<file path="src/rtl/serial_parity_rx.sv">
// Receive end of the XOR parity link: start bit, DATA_W data bits LSB first,
// parity bit, stop bit, all sampled on bit_en strobes.
module serial_parity_rx #(
    parameter int unsigned DATA_W = 8,
    parameter int unsigned ODD    = 0
) (
    input  logic              clk,
    input  logic              rst_n,
    input  logic              bit_en,
    input  logic              rx_in,
    output logic [DATA_W-1:0] data_out,
    output logic              valid,
    output logic              parity_err,
    output logic              frame_err
);

    localparam int unsigned CNT_W = $clog2(DATA_W + 1);

    typedef enum logic [2:0] {
        S_IDLE,
        S_DATA,
        S_PARITY,
        S_STOP,
        S_RESYNC
    } state_e;

    state_e             state_q;
    logic [CNT_W-1:0]   cnt_q;
    logic               acc_q;
    logic               perr_q;
    logic [DATA_W-1:0]  shift_q;
    logic [DATA_W-1:0]  data_q;
    logic               valid_q;
    logic               parity_err_q;
    logic               frame_err_q;

    always_ff @(posedge clk or negedge rst_n) begin
        if (!rst_n) begin
            state_q      <= S_IDLE;
            cnt_q        <= '0;
            acc_q        <= 1'b0;
            perr_q       <= 1'b0;
            shift_q      <= '0;
            data_q       <= '0;
            valid_q      <= 1'b0;
            parity_err_q <= 1'b0;
            frame_err_q  <= 1'b0;
        end else begin
            // valid is a single-clock pulse regardless of strobe spacing
            valid_q <= 1'b0;
            if (bit_en) begin
                case (state_q)
                    S_IDLE: begin
                        if (!rx_in) begin
                            state_q <= S_DATA;
                            cnt_q   <= '0;
                            acc_q   <= 1'b0;
                        end
                    end
                    S_DATA: begin
                        shift_q <= {rx_in, shift_q[DATA_W-1:1]};
                        acc_q   <= acc_q ^ rx_in;
                        cnt_q   <= cnt_q + CNT_W'(1);
                        if (cnt_q == CNT_W'(DATA_W - 1)) begin
                            state_q <= S_PARITY;
                        end
                    end
                    S_PARITY: begin
                        perr_q  <= acc_q ^ rx_in ^ 1'(ODD);
                        state_q <= S_STOP;
                    end
                    S_STOP: begin
                        data_q       <= shift_q;
                        parity_err_q <= perr_q;
                        frame_err_q  <= ~rx_in;
                        valid_q      <= 1'b1;
                        // a low stop leaves the line low; wait for high before rearming
                        state_q      <= rx_in ? S_IDLE : S_RESYNC;
                    end
                    S_RESYNC: begin
                        if (rx_in) begin
                            state_q <= S_IDLE;
                        end
                    end
                    default: state_q <= S_IDLE;
                endcase
            end
        end
    end

    assign data_out   = data_q;
    assign valid      = valid_q;
    assign parity_err = parity_err_q;
    assign frame_err  = frame_err_q;

endmodule
</file>
<file path="config.mk">
export PLATFORM = sky130hd
export DESIGN_NAME = serial_parity_rx
export DESIGN_NICKNAME = d
export VERILOG_FILES = /design/src/rtl/serial_parity_rx.sv
export SDC_FILE = /design/constraint.sdc
export NUM_CORES = 1
export LEC_CHECK = 0
export ABC_AREA = 1
export BUFFER_PORTS_ARGS = -buffer_cell sky130_fd_sc_hd__buf_2
export CAP_MARGIN = 20
export CORE_UTILIZATION = 55
export CTS_CLUSTER_SIZE = 30
export DETAILED_ROUTE_END_ITERATION = 16
export PLACE_DENSITY = 0.76
export SYNTH_ARGS = -nofsm -noshare
export SYNTH_HDL_FRONTEND = slang
export SYNTH_SLANG_ARGS = --single-unit
</file>
<file path="constraint.sdc">
create_clock -name clk -period 1.4 [get_ports clk]
set_input_delay 0.28 -clock clk [delete_from_list [all_inputs] [get_ports clk]]
set_output_delay 0.28 -clock clk [all_outputs]
set_load 0.05 [all_outputs]
</file>
Word-level counts from Yosys, hierarchy flattened

Index checks and enable logic that the tools add are counted.

Add/sub/neg operators: 1
Equal/unequal tests: 8
Multiplexer cells: 11
Bitwise gates (word level): 2
Reductions and logical operators: 7

Operators by type and width:

| kind                | number |
|---|---|
| $pmux 3 s5          | 1 |
| $mux 3              | 4 |
| $pmux 4 s2          | 1 |
| $eq 3x2->1 const B  | 2 |
| $ne 2x2->1 const B  | 3 |
| $reduce_and 2->1    | 3 |
| $add 4x1->4 const B | 1 |
| $eq 4x3->1 const B  | 1 |
| $mux 4              | 1 |
| $reduce_and 4->1    | 1 |
| $eq 3x1->1 const B  | 1 |
| $eq 3x3->1 const B  | 1 |
| $logic_not 3->1     | 1 |
| $mux 1              | 3 |
| $reduce_and 3->1    | 1 |
| $pmux 1 s2          | 1 |
| $reduce_bool 2->1   | 1 |
| $not 1->1           | 1 |
| $xor 1x1->1         | 1 |

Bits in registers: 28
Input bits: 4
Output and inout bits: 11
Logic and storage cells: 38

Logic depth before layout (Yosys ltp)

Gate-level depths: netlist (run 1).

Depth in word-level cells: 3
Gate-level depth with buffers: 7

Worst setup path before layout (run 1)

Ideal clock, no wire load.

Path type: reg2reg
Start point: reg state_q[1]
End point: reg shift_q[7]
Setup time: 0.127 ns
Arrival: 1.063 ns
Data required time: 1.273 ns
Setup slack: 0.210 ns
Cell stages (with the launch flop): 6
Buffers on the path: 1
Cell sequence: dfrtp_1 -> inv_2 -> nand3_1 -> nor2_4 -> buf_2 -> o21ai_0

Longest elaborated chain between the ends: 2

RTL lines:

| element                           | RTL line | source |
|---|---|---|
| from (decl)                       | 27       | `state_e state_q;` |
| from (signal assigned)            | 78       | `state_q <= rx_in ? S_IDLE : S_RESYNC;` |
| $eq 3x1->1                        | 52       | `case (state_q)` |
| $reduce_and 2->1 (no source line) | --       |  |
| to (signal assigned)              | 61       | `shift_q <= {rx_in, shift_q[DATA_W-1:1]};` |
| to (decl)                         | 31       | `logic [DATA_W-1:0] shift_q;` |

Every way passes these cells.
A chain may end at the register's enable or synchronous reset.

Worst setup path in the final report (run 1)

Start point: reg state_q[1]
End point: reg shift_q[5]

Same word-level chain as after synthesis.

==> results.yml, run 1 <==
layout:
  final_nets: 154
  area_delta_synth_final_pct: 13.5
  final_cell_mix: "39 x nand2_1, 27 x dfrtp_1, 14 x buf_2"
  antenna_cells: 0
  final_common_cell: "nand2_1"
  final_layout_size_suffix_gt1_share_pct: 23.0
place:
  port_buffers: 14
  dpl.hpwl_mm: 1.47
  post-place-ws_ns: 0.0915
  gp_congestion: 0.967
global_route:
  antenna_found_initial: 0
  grt_max_degree: 29
  grt_usage_pct: 20.4
  grt_pass1_wl_mm: 3.75
  grt-ovfl-total: 0
  grt_pass1_vias: 879
timing:
  post-route-period-util_pct: 92.4
  fin_crit_ns: 1.29
  hold-worst-slack_ns: 0.274
  tns_ns: 0
  setup_ws_ns: 0.106
  final_max_slew_viol_count: 0
  fmax_mhz: 773
  relSlewSlack_pct: 59.9
  hold_viol: 0
  setup_violations: 0
  fin_skew_ns: 0.00842
  rsz0062_at_grt: "no"
  tightest_slew_ns: 0.601
yosys:
  synth_top_family_by_area: "simple AND/OR/NAND/NOR gates"
  synth.distinct_cells: 16
  ys_seq_area_share_pct: 58.5
  synthAdderAreaFrac_pct: 1.04
  synthesis.nets: 133
  synth_xor_xnor_area_share_pct: 1.46
  synth-compound-area-share_pct: 11.0
  synth_area_per_cell_um2: 9.35
  synth_warnings: 0
  synth-simple-area-share_pct: 22.3
  syn_inst: 128
  synth_area_um2: 1200
  synth-seq-cells: 28
  synth_mux_area_share_pct: 0
power:
  vdd_drop_max_v: 0.00134
  p_sw_share_pct: 46.3
  clkPwrFrac_pct: 11.9
  comb_power_share_pct: 46.0
  p_leak_nw: 0.690
  p_per_area_nw_per_um2: 2340
  internal_power_w: 0.00171
  p_seq_share_pct: 42.0
  netSwitchingPower_w: 0.00147
clocking:
  post_cts_buffers: 0
  clock-sinks: 28
  cts_tree: "done"
  cts_buffer_depth: 2
  cts-root-buf: "clkbuf_4"
  clkTransAtPathRegs_ns: 0.14
  cts_made_buffers: 3
  clkLatencyLatePin_ns: 0.32
  h-tree-depth: 1
job:
  drv_cap: 0
worst_setup_path:
  cp-end-kind: "flip-flop"
  worstPathCellList: "inv_2 > nand3_1 > nor2_4 > buf_6 > nand2_1 > o21ai_0"
  crit_buf_inv: 2
  startpoint_type: "flip-flop"
  critical-path-top-delay-family: "flip-flops"
  crit_path_max_fanout: 14
  arrival_ns: 1.53
  slowest_delay_ns: 0.47
  slowest_stage: "dfrtp_2"
  required_ns: 1.64
  critical_path_class: "flip-flop to flip-flop"
die:
  die_h_um: 48.7
  num_rows: 16
  core_area_um2: 2000
  dieArea_um2: 2370
  start_util_pct: 59.8
  num_io_pins: 15
  chipWidth_um: 48.7
detailed_routing:
  route.detailed.drc: 0
  vias: 904
  drt_iter0_drc: 21
  wl_mm: 1.99
  vias_per_cell: 5.17
  postRouteAntennaNets: 0
  post_drt_wl_per_cell_um: 11.4
  dr.pass1.iters: 4
run_status:
  outcome: "completed"
hold_path:
  hold_class: "input port to flip-flop"
-- worst paths after layout --
check                             from          end  slack (ns)  cells past startpoint
max                         state_q[1]   shift_q[5]        0.11                      6
min                              rx_in   shift_q[7]        0.27                      3
max reg2reg                 state_q[1]   shift_q[5]        0.11                      6
min reg2reg                data_out[6]  data_out[6]        0.49                      2
max in group asynchronous        rst_n   state_q[1]        0.50                      2
min in group asynchronous        rst_n  data_out[7]        0.48                      2
-- power by group through the flow --
stage               Combinational (W)  Sequential (W)  Clock (W)
global route                  0.00163         0.00138   0.000424
global placement              0.00140         0.00134          0
CTS                           0.00146         0.00133   0.000393
detailed placement            0.00146         0.00135          0
floorplan                    0.000669         0.00177          0
finish                        0.00146         0.00134   0.000379
-- cells in the mapped netlist --
cell / instances / share of area (%)
xnor2_1: 2 / 1.5
nor2_4: 1 / 0.94
inv_1: 11 / 3.4
dfrtp_1: 28 / 59
nor3_4: 1 / 1.4
nor2_1: 5 / 1.6
nand3_1: 11 / 4.6
buf_6: 1 / 0.94
inv_2: 3 / 0.94
buf_2: 1 / 0.42
nand4_1: 3 / 1.6
nand2_1: 39 / 12
a21oi_1: 1 / 0.42
ha_1: 1 / 1.0
o21ai_0: 13 / 5.4
o21ai_2: 7 / 5.1
-- layout make-up --
class                   count  area [um^2]
inverters                  14         52.6
well taps                  27         33.8
multi-input cells          84          428
clock buffers               4         36.3
fillers                   163          643
repair buffers             18          106
flip-flops and latches     28          702
-- worst min-delay path, stage by stage --
cell and delay (ns):
buf_2 0.14, nand2_1 0.07, o21ai_0 0.07
-- routing by layer --
metal / track usage, % / vias up / wire length, um
met4: 7.84 / 0 / 27
met5: 0 / - / 0
li1: - / 454 / -
met3: 1.89 / 4 / 66
met2: 32.9 / 21 / 943
met1: 28.6 / 425 / 957
-- what timing repair did --
item | CTS | global route
gates resized for setup | 0 | 3
hold endpoints to repair | 28 | 0
hold buffers | 1 | 0
endpoints found under the setup margin | 0 | 7
-- sequential cells by signal, summed over array words and instances, names as in the netlist --
signal and flops:
cnt_q 4, parity_err 1, frame_err 1, perr_q 1, valid 1, shift_q 8
state_q 3, data_out 8, acc_q 1
-- kinds of logic (layout without fill, tap and decap cells) --
family | count (synthesis) | in the layout
DFF | 28 | 28
adders and majority gates | 1 | 1
and+or+nand+nor | 60 | 60
AOI/OAI and AO/OA | 21 | 21
buffers and inverters | 16 | 36
xor gates and xnor gates | 2 | 2
-- metrics by stage --
step / total power, W / util (%) / cell area [um^2] / cells
finish: 0.00318 / 67.9 / 1360 / 175
global route: 0.00343 / 67.9 / 1360 / 175
CTS: 0.00319 / 67.6 / 1350 / 175
detailed placement: 0.00281 / 65.3 / 1310 / 170
global placement: 0.00274 / 65.3 / 1310 / 170
floorplan: 0.00244 / - / 1200 / 128
Power figures use the tool's default switching activity.
==> run 2: changes to the inputs <==
RECOVER_POWER = 100   (was not set)
==> results.yml, run 2 (synthesized netlist as in run 1, its figures left out) <==
layout:
  final_common_cell: "nand2_1"
  final_cell_mix: "39 x nand2_1, 27 x dfrtp_1, 19 x o21ai_0"
  fillers: 174
  fin_area_um2: 1330
  final_nets: 154
  final_layout_size_suffix_gt1_share_pct: 18.2
  area_delta_synth_final_pct: 11.3
  antenna_cells: 0
  post-route-util_pct: 66.6
global_route:
  grt_pass1_wl_mm: 3.75
  grt_pass1_vias: 879
  grt_usage_pct: 20.4
  antenna_found_initial: 0
  grt_max_degree: 29
  grt-ovfl-total: 0
detailed_routing:
  vias: 899
  wl_met3_um: 59
  route.detailed.drc: 0
  postRouteAntennaNets: 0
  vias_per_cell: 5.14
  drt_iter0_drc: 22
  highest_layer: "met4"
  wl_met1_um: 953
  wl_mm: 2.00
  dr.pass1.iters: 4
  wl_met2_um: 953
  post_drt_wl_per_cell_um: 11.4
worst_setup_path:
  critical-path-top-delay-family: "flip-flops"
  critical_path_class: "flip-flop to flip-flop"
  worstPathCellList: "inv_2 > nand3_1 > nor2_4 > buf_6 > nand2_1 > o21ai_0"
  crit_buf_inv: 2
  slowest_stage: "dfrtp_2"
  startpoint_type: "flip-flop"
  crit_path_max_fanout: 14
  cp-end-kind: "flip-flop"
  arrival_ns: 1.53
  required_ns: 1.64
  crit_start: "state_q[1]"
  slowest_delay_ns: 0.47
  r2r_start: "state_q[1]"
power:
  p_leak_nw: 0.676
  vdd_drop_max_v: 0.00127
  p_per_area_nw_per_um2: 2330
place:
  dpl.hpwl_mm: 1.47
  port_buffers: 14
  gp_congestion: 0.967
  post-place-ws_ns: 0.0915
  placed_area_um2: 1310
timing:
  tightest_slew_ns: 0.655
  rsz0062_at_grt: "no"
  setup_violations: 0
  tns_ns: 0
  hold_viol: 0
  fmax_mhz: 774
  final_max_slew_viol_count: 0
  post-route-period-util_pct: 92.2
  fin_skew_ns: 0.00797
  hold-worst-slack_ns: 0.271
  fin_crit_ns: 1.29
  setup_ws_ns: 0.109
  relSlewSlack_pct: 56.3
die:
  die_h_um: 48.7
  dieArea_um2: 2370
  num_rows: 16
  core_area_um2: 2000
  start_util_pct: 59.8
  chipWidth_um: 48.7
  num_io_pins: 15
clocking:
  clkTransAtPathRegs_ns: 0.14
  cts_made_buffers: 3
  h-tree-depth: 1
  cts_tree: "done"
  cts-root-buf: "clkbuf_4"
  clock-sinks: 28
  cts_buffer_depth: 2
  clkLatencyLatePin_ns: 0.32
hold_path:
  hold_class: "input port to flip-flop"
  min_from: "rx_in"
run_status:
  outcome: "completed"
job:
  drv_cap: 0
run 2: stage by stage:
stage	instances	power [W]
after floorplan	128	0.00244
after global placement	170	0.00274
after detailed placement	170	0.00281
after CTS	175	0.00319
after global routing	175	0.00336
final	175	0.00310
run 2: where the power goes:
group	internal, W	switching (W)
logic	0.000379	0.00100
registers	0.00114	0.000205
clock network	0.000159	0.000220
total	0.00167	0.00143
run 2: area by class of cell:
class	count	area [um^2]	area share (%)
inverter	14	52.6	3.94
clock buffer	4	36.3	2.72
multi-input combinational	84	402	30.1
sequential	28	702	52.7
timing repair buffer	18	106	7.98
tap	27	33.8	2.54
run 2: worst paths after layout:
kind / end / slack [ns] / cells past startpoint
max: shift_q[5] / 0.11 / 6
min: shift_q[7] / 0.27 / 3
max reg2reg: shift_q[5] / 0.11 / 6
min reg2reg: data_out[6] / 0.49 / 2
max in group asynchronous: state_q[1] / 0.45 / 2
min in group asynchronous: data_out[7] / 0.49 / 2
run 2: metal layers:
layer / global-route usage, % / up-vias
met5: 0 / -
met4: 7.84 / 0
met2: 32.9 / 19
li1: - / 454
met1: 28.6 / 421
met3: 1.89 / 5
run 2: what timing repair did:
| action | 4_1_cts | 5_1_grt |
|---|---|---|
| setup endpoints to repair | 0 | 7 |
| gates resized for setup | 0 | 3 |
| endpoints found under the hold margin | 28 | 0 |
| hold buffers | 1 | 0 |
| setup buffers | 0 | 0 |
run 2: worst reg2reg max path, stage by stage, from the launching register on:
cell and delay (ns):
dfrtp_2 0.47, inv_2 0.11, nand3_1 0.15, nor2_4 0.17, buf_6 0.17, nand2_1 0.06, o21ai_0 0.08
==> run 3: changes to the inputs <==
CELL_PAD_IN_SITES_DETAIL_PLACEMENT = 1   (was not set)
CELL_PAD_IN_SITES_GLOBAL_PLACEMENT = 2   (was not set)
CORE_UTILIZATION = 34   (was 55)
PLACE_DENSITY = not set   (was 0.76)
PLACE_DENSITY_LB_ADDON = 0.1   (was not set)
==> results.yml, run 3 (synthesized netlist as in run 1, its figures left out) <==
worst_setup_path:
  cp-end-kind: "flip-flop"
  arrival_ns: 1.52
  slowest_stage: "dfrtp_2"
  startpoint_type: "flip-flop"
  critical-path-top-delay-family: "flip-flops"
  required_ns: 1.63
  slowest_delay_ns: 0.46
  crit_buf_inv: 2
  worstPathCellList: "inv_2 > nand3_1 > nor2_4 > inv_2 > nand3_1 > o21ai_0"
  crit_path_max_fanout: 10
  critical_path_class: "flip-flop to flip-flop"
place:
  dp.cells: 190
  dpl.hpwl_mm: 1.67
  port_buffers: 14
  gp_congestion: 0.779
global_route:
  grt-ovfl-total: 0
  busiest_layer: "met2"
  use_met1_pct: 18.6
  grt_pass1_wl_mm: 3.80
  grt_pass1_vias: 845
  antenna_found_initial: 0
  use_met3_pct: 2.52
  grt_max_degree: 29
  grt_usage_pct: 14.0
  grt_util_met2_pct: 22.8
layout:
  post-route-util_pct: 41.0
  final_nets: 158
  finalNonFillerCells: 198
  area_delta_synth_final_pct: 15.3
  antenna_cells: 0
  final_common_cell: "nand2_1"
  final_cell_mix: "39 x nand2_1, 27 x dfrtp_1, 20 x o21ai_0"
  final_layout_size_suffix_gt1_share_pct: 19.7
clocking:
  cts_made_buffers: 3
  clkLatencyLatePin_ns: 0.33
  clkTransAtPathRegs_ns: 0.15
  cts_buffer_depth: 2
  clock-sinks: 28
  h-tree-depth: 1
  cts-root-buf: "clkbuf_4"
  cts_tree: "done"
run_status:
  outcome: "completed"
power:
  internal_power_w: 0.00170
  comb_power_share_pct: 44.7
  vdd_drop_max_v: 0.000636
  netSwitchingPower_w: 0.00145
  p_seq_share_pct: 42.6
  p_leak_nw: 0.692
  total_power_w: 0.00316
  clkPwrFrac_pct: 12.7
  p_per_area_nw_per_um2: 2290
  p_sw_share_pct: 46.0
timing:
  relSlewSlack_pct: 53.8
  fin_skew_ns: 0.00210
  post-route-period-util_pct: 92.2
  tns_ns: 0
  final_max_slew_viol_count: 0
  rsz0062_at_grt: "no"
  setup_violations: 0
  fin_crit_ns: 1.29
  hold_viol: 0
  fmax_mhz: 775
  tightest_slew_ns: 0.693
detailed_routing:
  vias: 908
  post_drt_wl_per_cell_um: 11.9
  postRouteAntennaNets: 0
  drt_iter0_drc: 14
  dr.pass1.iters: 4
  route.detailed.drc: 0
  wl_mm: 2.37
  vias_per_cell: 4.59
die:
  start_util_pct: 35.6
  die_h_um: 61.3
  dieArea_um2: 3760
  core_area_um2: 3360
  num_io_pins: 15
  chipWidth_um: 61.3
  num_rows: 21
hold_path:
  hold_class: "input port to flip-flop"
job:
  drv_cap: 0
==> run 3: cell count changes in the layout (fill, tap and decap cells not counted) <==
cell / change
o21ai_0: +1
buf_2: +1
o21ai_1: -1
buf_4: +2
clkbuf_1: +1
==> run 3: cell type report <==
class,instances,area [um^2]
Inverter,14,52.6
Multi-Input combinational cell,84,402
Sequential cell,28,702
Fill cell,433,1980
Tap cell,46,57.6
Timing Repair Buffer,22,130
Clock buffer,4,36.3
==> run 3: what timing repair did <==
item	in CTS	in global routing
buffers inserted	0	3
setup endpoints to repair	0	8
resized for setup	0	2
endpoints found under the hold margin	28	0
hold buffers	1	0
==> run 3: worst paths after layout <==
kind / startpoint / end / slack [ns] / depth (start not counted)
min in group asynchronous: rst_n / data_out[0] / 0.58 / 3
hold / removal: rx_in / shift_q[7] / 0.24 / 3
max in group asynchronous: rst_n / state_q[1] / 0.34 / 3
setup / recovery: state_q[1] / cnt_q[3] / 0.11 / 6
hold reg to reg: data_out[6] / data_out[6] / 0.49 / 2
setup reg to reg: state_q[1] / cnt_q[3] / 0.11 / 6
==> run 3: worst min-delay path: stages <==
cell and delay (ns):
buf_2 0.14, nand2_1 0.06, o21ai_0 0.06
==> run 3: power groups by stage <==
stage | combinational (W) | clock (W) | sequential (W)
global placement | 0.00143 | 0 | 0.00135
global route | 0.00158 | 0.000456 | 0.00139
floorplan | 0.000669 | 0 | 0.00177
CTS | 0.00147 | 0.000422 | 0.00134
finish | 0.00141 | 0.000401 | 0.00134
detailed placement | 0.00146 | 0 | 0.00136
==> run 3: stage by stage <==
step / worst slack (ns) / instance area [um^2] / hold slack [ns]
global route: 0.00128 / 1380 / 0.235
finish: 0.109 / 1380 / 0.239
detailed placement: 0.0687 / 1340 / 0.310
CTS: 0.0312 / 1390 / 0.236
global placement: 0.0739 / 1340 / 0.303
floorplan: 0.210 / 1200 / -0.0156
==> run 3: routing by layer <==
layer,vias to the layer above,part of all wire (%)
met2,11,47
met5,-,0
met1,435,50
met3,4,2.1
met4,0,1.1
li1,458,-
